File: src/rtl/rgb565_frame_reader.sv
// rgb565_frame_reader
//   Scans an RGB565 frame memory from address 0 to H_ACTIVE*V_ACTIVE-1 on a
//   start request. Each word is expanded to RGB888 by MSB replication and
//   streamed out over a valid/ready interface. A small first-word-fall-through
//   FIFO absorbs the fixed memory read latency, and reads are only issued when
//   the FIFO is guaranteed to have room, so backpressure never drops a pixel.
//
// Ports
//   iClk, iRst_n    clock, synchronous active-low reset
//   i_Clk_en        clock enable; when low all state holds and nothing transfers
//   i_start         frame start request, only looked at in IDLE
//   o_rd_addr/o_rd_en/i_rd_data   frame memory read port, RD_LAT cycles latency
//   o_data_rgb888, o_valid, i_ready, o_sof, o_eol   pixel stream
//   o_busy          frame in progress (READ or DRAIN)
//   o_frame_done    one-cycle pulse once the last pixel has been accepted
//
// state   | meaning
// --------+--------------------------------------------------------------
// S_IDLE  | waiting for i_start, address at 0
// S_READ  | issuing reads as FIFO credit allows
// S_DRAIN | all reads issued; waiting for pipeline and FIFO to empty
// S_DONE  | o_frame_done asserted for one enabled cycle
module rgb565_frame_reader #(
  parameter int H_ACTIVE   = 480,
  parameter int V_ACTIVE   = 272,
  parameter int ADDR_WIDTH = 17,
  parameter int RD_LAT     = 1,
  parameter int FIFO_DEPTH = 4
) (
  input  logic                  iClk,
  input  logic                  iRst_n,
  input  logic                  i_Clk_en,
  input  logic                  i_start,
  output logic [ADDR_WIDTH-1:0] o_rd_addr,
  output logic                  o_rd_en,
  input  logic [15:0]           i_rd_data,
  output logic [23:0]           o_data_rgb888,
  output logic                  o_valid,
  input  logic                  i_ready,
  output logic                  o_sof,
  output logic                  o_eol,
  output logic                  o_busy,
  output logic                  o_frame_done
);

  localparam int MEM_DEPTH = H_ACTIVE * V_ACTIVE;
  localparam int PW        = $clog2(FIFO_DEPTH);
  localparam int CW        = $clog2(FIFO_DEPTH + RD_LAT + 1);
  localparam int XW        = $clog2(H_ACTIVE + 1);
  localparam int YW        = $clog2(V_ACTIVE + 1);
  localparam logic [ADDR_WIDTH-1:0] LAST_ADDR = ADDR_WIDTH'(MEM_DEPTH - 1);

  typedef enum logic [1:0] {S_IDLE, S_READ, S_DRAIN, S_DONE} state_t;

  state_t                state_q, state_d;
  logic [ADDR_WIDTH-1:0] addr_q, addr_d;
  logic [RD_LAT-1:0]     vld_sr_q, vld_sr_d;
  logic [PW-1:0]         wr_ptr_q, wr_ptr_d, rd_ptr_q, rd_ptr_d;
  logic [CW-1:0]         count_q, count_d;
  logic [XW-1:0]         x_q, x_d;
  logic [YW-1:0]         y_q, y_d;
  logic [15:0]           fifo_q [FIFO_DEPTH];

  logic [CW-1:0]         inflight;
  logic                  issue, push, pop;
  logic [15:0]           head;

  function automatic logic [PW-1:0] ptr_inc(input logic [PW-1:0] p);
    return (p == PW'(FIFO_DEPTH - 1)) ? '0 : p + PW'(1);
  endfunction

  always_comb begin
    inflight = '0;
    for (int i = 0; i < RD_LAT; i++) inflight = inflight + CW'(vld_sr_q[i]);
  end

  // Credit uses registered occupancy only: a pop in the same cycle does not
  // free a slot until the next cycle, which keeps the check off the i_ready path.
  assign issue = i_Clk_en && (state_q == S_READ) &&
                 ((count_q + inflight) < CW'(FIFO_DEPTH));
  assign push  = vld_sr_q[RD_LAT-1];
  assign pop   = (count_q != '0) && i_ready && i_Clk_en;

  always_comb begin
    state_d  = state_q;
    addr_d   = addr_q;
    wr_ptr_d = push ? ptr_inc(wr_ptr_q) : wr_ptr_q;
    rd_ptr_d = pop  ? ptr_inc(rd_ptr_q) : rd_ptr_q;
    count_d  = count_q + CW'(push) - CW'(pop);
    x_d      = x_q;
    y_d      = y_q;
    vld_sr_d = vld_sr_q << 1;
    vld_sr_d[0] = issue;

    if (issue) addr_d = (addr_q == LAST_ADDR) ? '0 : addr_q + ADDR_WIDTH'(1);

    if (pop) begin
      if (x_q == XW'(H_ACTIVE - 1)) begin
        x_d = '0;
        y_d = (y_q == YW'(V_ACTIVE - 1)) ? '0 : y_q + YW'(1);
      end else begin
        x_d = x_q + XW'(1);
      end
    end

    unique case (state_q)
      S_IDLE: begin
        if (i_start) begin
          state_d = S_READ;
          addr_d  = '0;
        end
      end
      S_READ: begin
        if (issue && (addr_q == LAST_ADDR)) state_d = S_DRAIN;
      end
      S_DRAIN: begin
        if ((vld_sr_d == '0) && (count_d == '0)) state_d = S_DONE;
      end
      S_DONE: begin
        state_d = S_IDLE;
      end
      default: state_d = S_IDLE;
    endcase
  end

  always_ff @(posedge iClk) begin
    if (!iRst_n) begin
      state_q  <= S_IDLE;
      addr_q   <= '0;
      vld_sr_q <= '0;
      wr_ptr_q <= '0;
      rd_ptr_q <= '0;
      count_q  <= '0;
      x_q      <= '0;
      y_q      <= '0;
    end else if (i_Clk_en) begin
      state_q  <= state_d;
      addr_q   <= addr_d;
      vld_sr_q <= vld_sr_d;
      wr_ptr_q <= wr_ptr_d;
      rd_ptr_q <= rd_ptr_d;
      count_q  <= count_d;
      x_q      <= x_d;
      y_q      <= y_d;
    end
  end

  // Storage needs no reset; occupancy is tracked by count_q.
  always_ff @(posedge iClk) begin
    if (iRst_n && i_Clk_en && push) fifo_q[wr_ptr_q] <= i_rd_data;
  end

  assign head          = fifo_q[rd_ptr_q];
  assign o_valid       = (count_q != '0);
  assign o_data_rgb888 = o_valid ? {head[15:11], head[15:13],
                                    head[10:5],  head[10:9],
                                    head[4:0],   head[4:2]} : 24'h0;
  assign o_sof         = o_valid && (x_q == '0) && (y_q == '0);
  assign o_eol         = o_valid && (x_q == XW'(H_ACTIVE - 1));
  assign o_rd_addr     = addr_q;
  assign o_rd_en       = issue;
  assign o_busy        = (state_q == S_READ) || (state_q == S_DRAIN);
  assign o_frame_done  = (state_q == S_DONE);

  a_no_overflow: assert property (@(posedge iClk) disable iff (!iRst_n)
    !(i_Clk_en && push && !pop && (count_q == CW'(FIFO_DEPTH))));

endmodule

File: config.mk
export PLATFORM = sky130hd
export DESIGN_NAME = rgb565_frame_reader
export DESIGN_NICKNAME = d
export VERILOG_FILES = /design/src/rtl/rgb565_frame_reader.sv
export SDC_FILE = /design/constraint.sdc
export NUM_CORES = 1
export LEC_CHECK = 0
export CAP_MARGIN = 20
export CORE_ASPECT_RATIO = 1.4
export CORE_MARGIN = 1.5
export CORE_UTILIZATION = 59
export DETAILED_ROUTE_END_ITERATION = 6
export PLACE_DENSITY_LB_ADDON = 0.12
export SKIP_CTS_REPAIR_TIMING = 1
export SYNTH_ARGS = -nofsm -noshare
export SYNTH_HDL_FRONTEND = slang
export SYNTH_SLANG_ARGS = --single-unit
File: constraint.sdc
create_clock -name iClk -period 5.9 [get_ports iClk]
set_input_delay 0.885 -clock iClk [delete_from_list [all_inputs] [get_ports iClk]]
set_output_delay 0.885 -clock iClk [all_outputs]
set_load 0.01 [all_outputs]
==> impl_metrics.tcl <==
set metrics [dict create \
    combPwrFrac 0.099 \
    synth_top_area_share 0.386 \
    drc 0 \
    slew_headroom 0.436 \
    max-vdd-ir-drop_uv 180 \
    ant_nets 0 \
    critPathBufInv 3 \
    synth_edf_count 64 \
    antenna_found_initial 0 \
    maxCapViolCount 0 \
    grt_pass1_wl_mm 15.1 \
    power_uw 1600 \
    tightest_slew_ns 0.846 \
    final_common_cell "clkdlybuf4s50_1" \
    clk_pin_slew_worst_paths_ns 0.07 \
    synth-seq-area-share 0.575 \
    critPathRequiredTime_ns 5.02 \
    worstPathCellList "clkdlybuf4s50_1, nand2_1, or2_4, inv_4, clkdlybuf4s50_1" \
    slew_violations 0 \
    outcome "finished, final reports clean" \
    hpwl_mm 5.98 \
    routabilityCongestion 0.831 \
    synth.area.top_cells "edfxtp_1 39%, dfxtp_1 19%, mux4_2 7.2%" \
    worst_slack_ns 2.16 \
    grt_max_degree 27 \
    synthArstFlopShare 0 \
    setup.worst_path.class "input pin to output pin" \
    die_h_um 112 \
    wire_per_inst_um 16.7 \
    place_ws_ns 2.17 \
    cts_tree "yes" \
    hp-class "flop to flop" \
    arrival_ns 2.85 \
    io_pins 68 \
    max_freq_mhz 268 \
    firstDrtPassIters 4 \
    cts_buffers 9 \
    period_minus_slack_ns 3.74 \
    io_buffers 67 \
    power_frac_seq 0.519 \
    root_buffer "clkbuf_16" \
    cp_top_family "buffers and inverters" \
    rows 39 \
    synth_area_um2 4980 \
    stdcell_area_um2 6020 \
    rsz0062_at_grt "no" \
    clkSinkCount 111 \
    critPathMostFrequentCell "clkdlybuf4s50_1" \
    p_sw_frac 0.226 \
    synthCells 397 \
    synthesis.nets 437 \
    cp_max_fo 17 \
    nets 497 \
    overflow 0 \
    start_util 0.607 \
    p_leak_uw 0.00212 \
    drive_gt1_frac 0.0996 \
    grt_pass1_vias 3172 \
    vias 3204 \
    htreeDepth 3 \
    p_int_uw 1240 \
    dr.first_iter.drc_count 177 \
    synthDistinctLibCells 44 \
    syn_avg_cell_area_um2 12.5 \
    finalSetupViolCount 0 \
    power_density_nw_per_um2 267 \
    finalClockSkew_ns 0.00760 \
    mostFrequentLayoutCells "67 x clkdlybuf4s50_1, 64 x edfxtp_1, 47 x dfxtp_1" \
    core_um2 8200 \
    clk_latency_ns 0.35 \
    fillers 559 \
    diodes 0 \
    avgViaCountPerCell 5.68 \
    dieArea_um2 9000 \
    grt_usage 0.224 \
    clock_path_buffers 2 \
    p_clk_frac 0.382 \
    yosys_warnings 0 \
    wl_mm 9.39 \
    final_util 0.734 \
    ys.flop_type "edfxtp_1" \
    hold_violations 0 \
    area_growth_pct 20.9 \
    yosysTopAreaCell "edfxtp_1" \
    placed_area_um2 5680 \
    cpMaxStageDelayCell "clkdlybuf4s50_1" \
    setup_tns_ns 0 \
    synth_seq_cells 111 \
    slowest_delay_ns 0.82 \
    period_share 0.633 \
    start_kind "input pin" \
    p_sw_uw 363 \
    crit_path_end_kind "output pin" \
    die_w_um 80.6 \
]
==> worst min-delay path, delay by kind of cell, from the launching register on <==
kind / cells / cell delay [ns]
AND/OR/NAND/NOR: 1 / 0.06
flip-flops: 1 / 0.34
AO/OA/AOI/OAI: 1 / 0.06
==> path summary, 6_finish.rpt <==
| kind | start | endpoint | slack (ns) | cells after the start |
|---|---|---|---|---|
| max | i_Clk_en | o_rd_en | 2.16 | 5 |
| min | wr_ptr_q[1]$_SDFFE_PN0P_ | wr_ptr_q[1]$_SDFFE_PN0P_ | 0.50 | 2 |
| max reg2reg | count_q[2]$_SDFFE_PN0P_ | state_q[0]$_SDFFE_PN0P_ | 3.22 | 9 |
| min reg2reg | wr_ptr_q[1]$_SDFFE_PN0P_ | wr_ptr_q[1]$_SDFFE_PN0P_ | 0.50 | 2 |
==> metrics by stage <==
step,hold slack [ns],instances
after floorplan,0.467,397
after global placement,0.488,547
after detailed placement,0.501,547
after CTS,0.511,563
after global routing,0.524,564
final,0.504,564
==> Yosys cell counts (all sizes together), types with 4 or more instances <==
cell	number
dfxtp	47
nor3	7
xor2	23
mux2i	4
o21ai	6
and3	9
clkbuf	10
nor2b	27
a21boi	7
xnor2	6
buf	11
ha	19
a31oi	5
nor2	27
nor4	4
nand3	17
nand4	13
and2	12
edfxtp	64
inv	16
mux4	16
a21oi	4
nand2	28
or4b	4
==> per-layer routing <==
layer / vias up / part of all wire / global-route usage
met5: - / 0 / 0
met4: 0 / 0.022 / 0.0828
met3: 19 / 0.047 / 0.0525
met2: 102 / 0.52 / 0.389
met1: 1541 / 0.41 / 0.264
li1: 1542 / - / -
==> layout make-up <==
cell class | instances | area [um^2] | area share
clock buffers | 9 | 225 | 0.0374
clock inverters | 7 | 82.6 | 0.0137
inverters | 16 | 62.6 | 0.0104
multi-input cells | 249 | 1940 | 0.323
flip-flops and latches | 111 | 2860 | 0.476
well taps | 102 | 128 | 0.0212
repair buffers | 70 | 713 | 0.119
==> state kept, by name (all words and copies together), names as in the netlist, named ones only <==
| signal | cells |
|---|---|
| wr_ptr_q | 2 |
| rd_ptr_q | 2 |
| count_q | 3 |
| fifo_q | 64 |
| y_q | 9 |
| push | 1 |
| state_q | 2 |
| o_rd_addr | 17 |
| x_q | 9 |
==> cells by family (layout without fill, tap and decap cells) <==
| logic type | after synthesis | in the layout | share of synthesized area |
|---|---|---|---|
| and+or+nand+nor | 154 | 154 | 0.170 |
| DFF | 111 | 111 | 0.575 |
| buffers and inverters | 37 | 102 | 0.0354 |
| xor gates and xnor gates | 29 | 29 | 0.0525 |
| AOI/OAI and AO/OA | 27 | 27 | 0.0390 |
| muxes | 20 | 20 | 0.0804 |
| adders and majority gates | 19 | 19 | 0.0478 |
==> power by group through the flow <==
stage / Clock [uW] / Sequential, uW / Combinational, uW
5_1_grt: 653 / 835 / 175
3_5_place_dp: 0 / 854 / 153
6_report: 613 / 834 / 158
3_3_place_gp: 0 / 854 / 149
4_1_cts: 627 / 836 / 154
2_1_floorplan: 0 / 848 / 91.0
No activity file was read; power rests on OpenSTA's default activity.
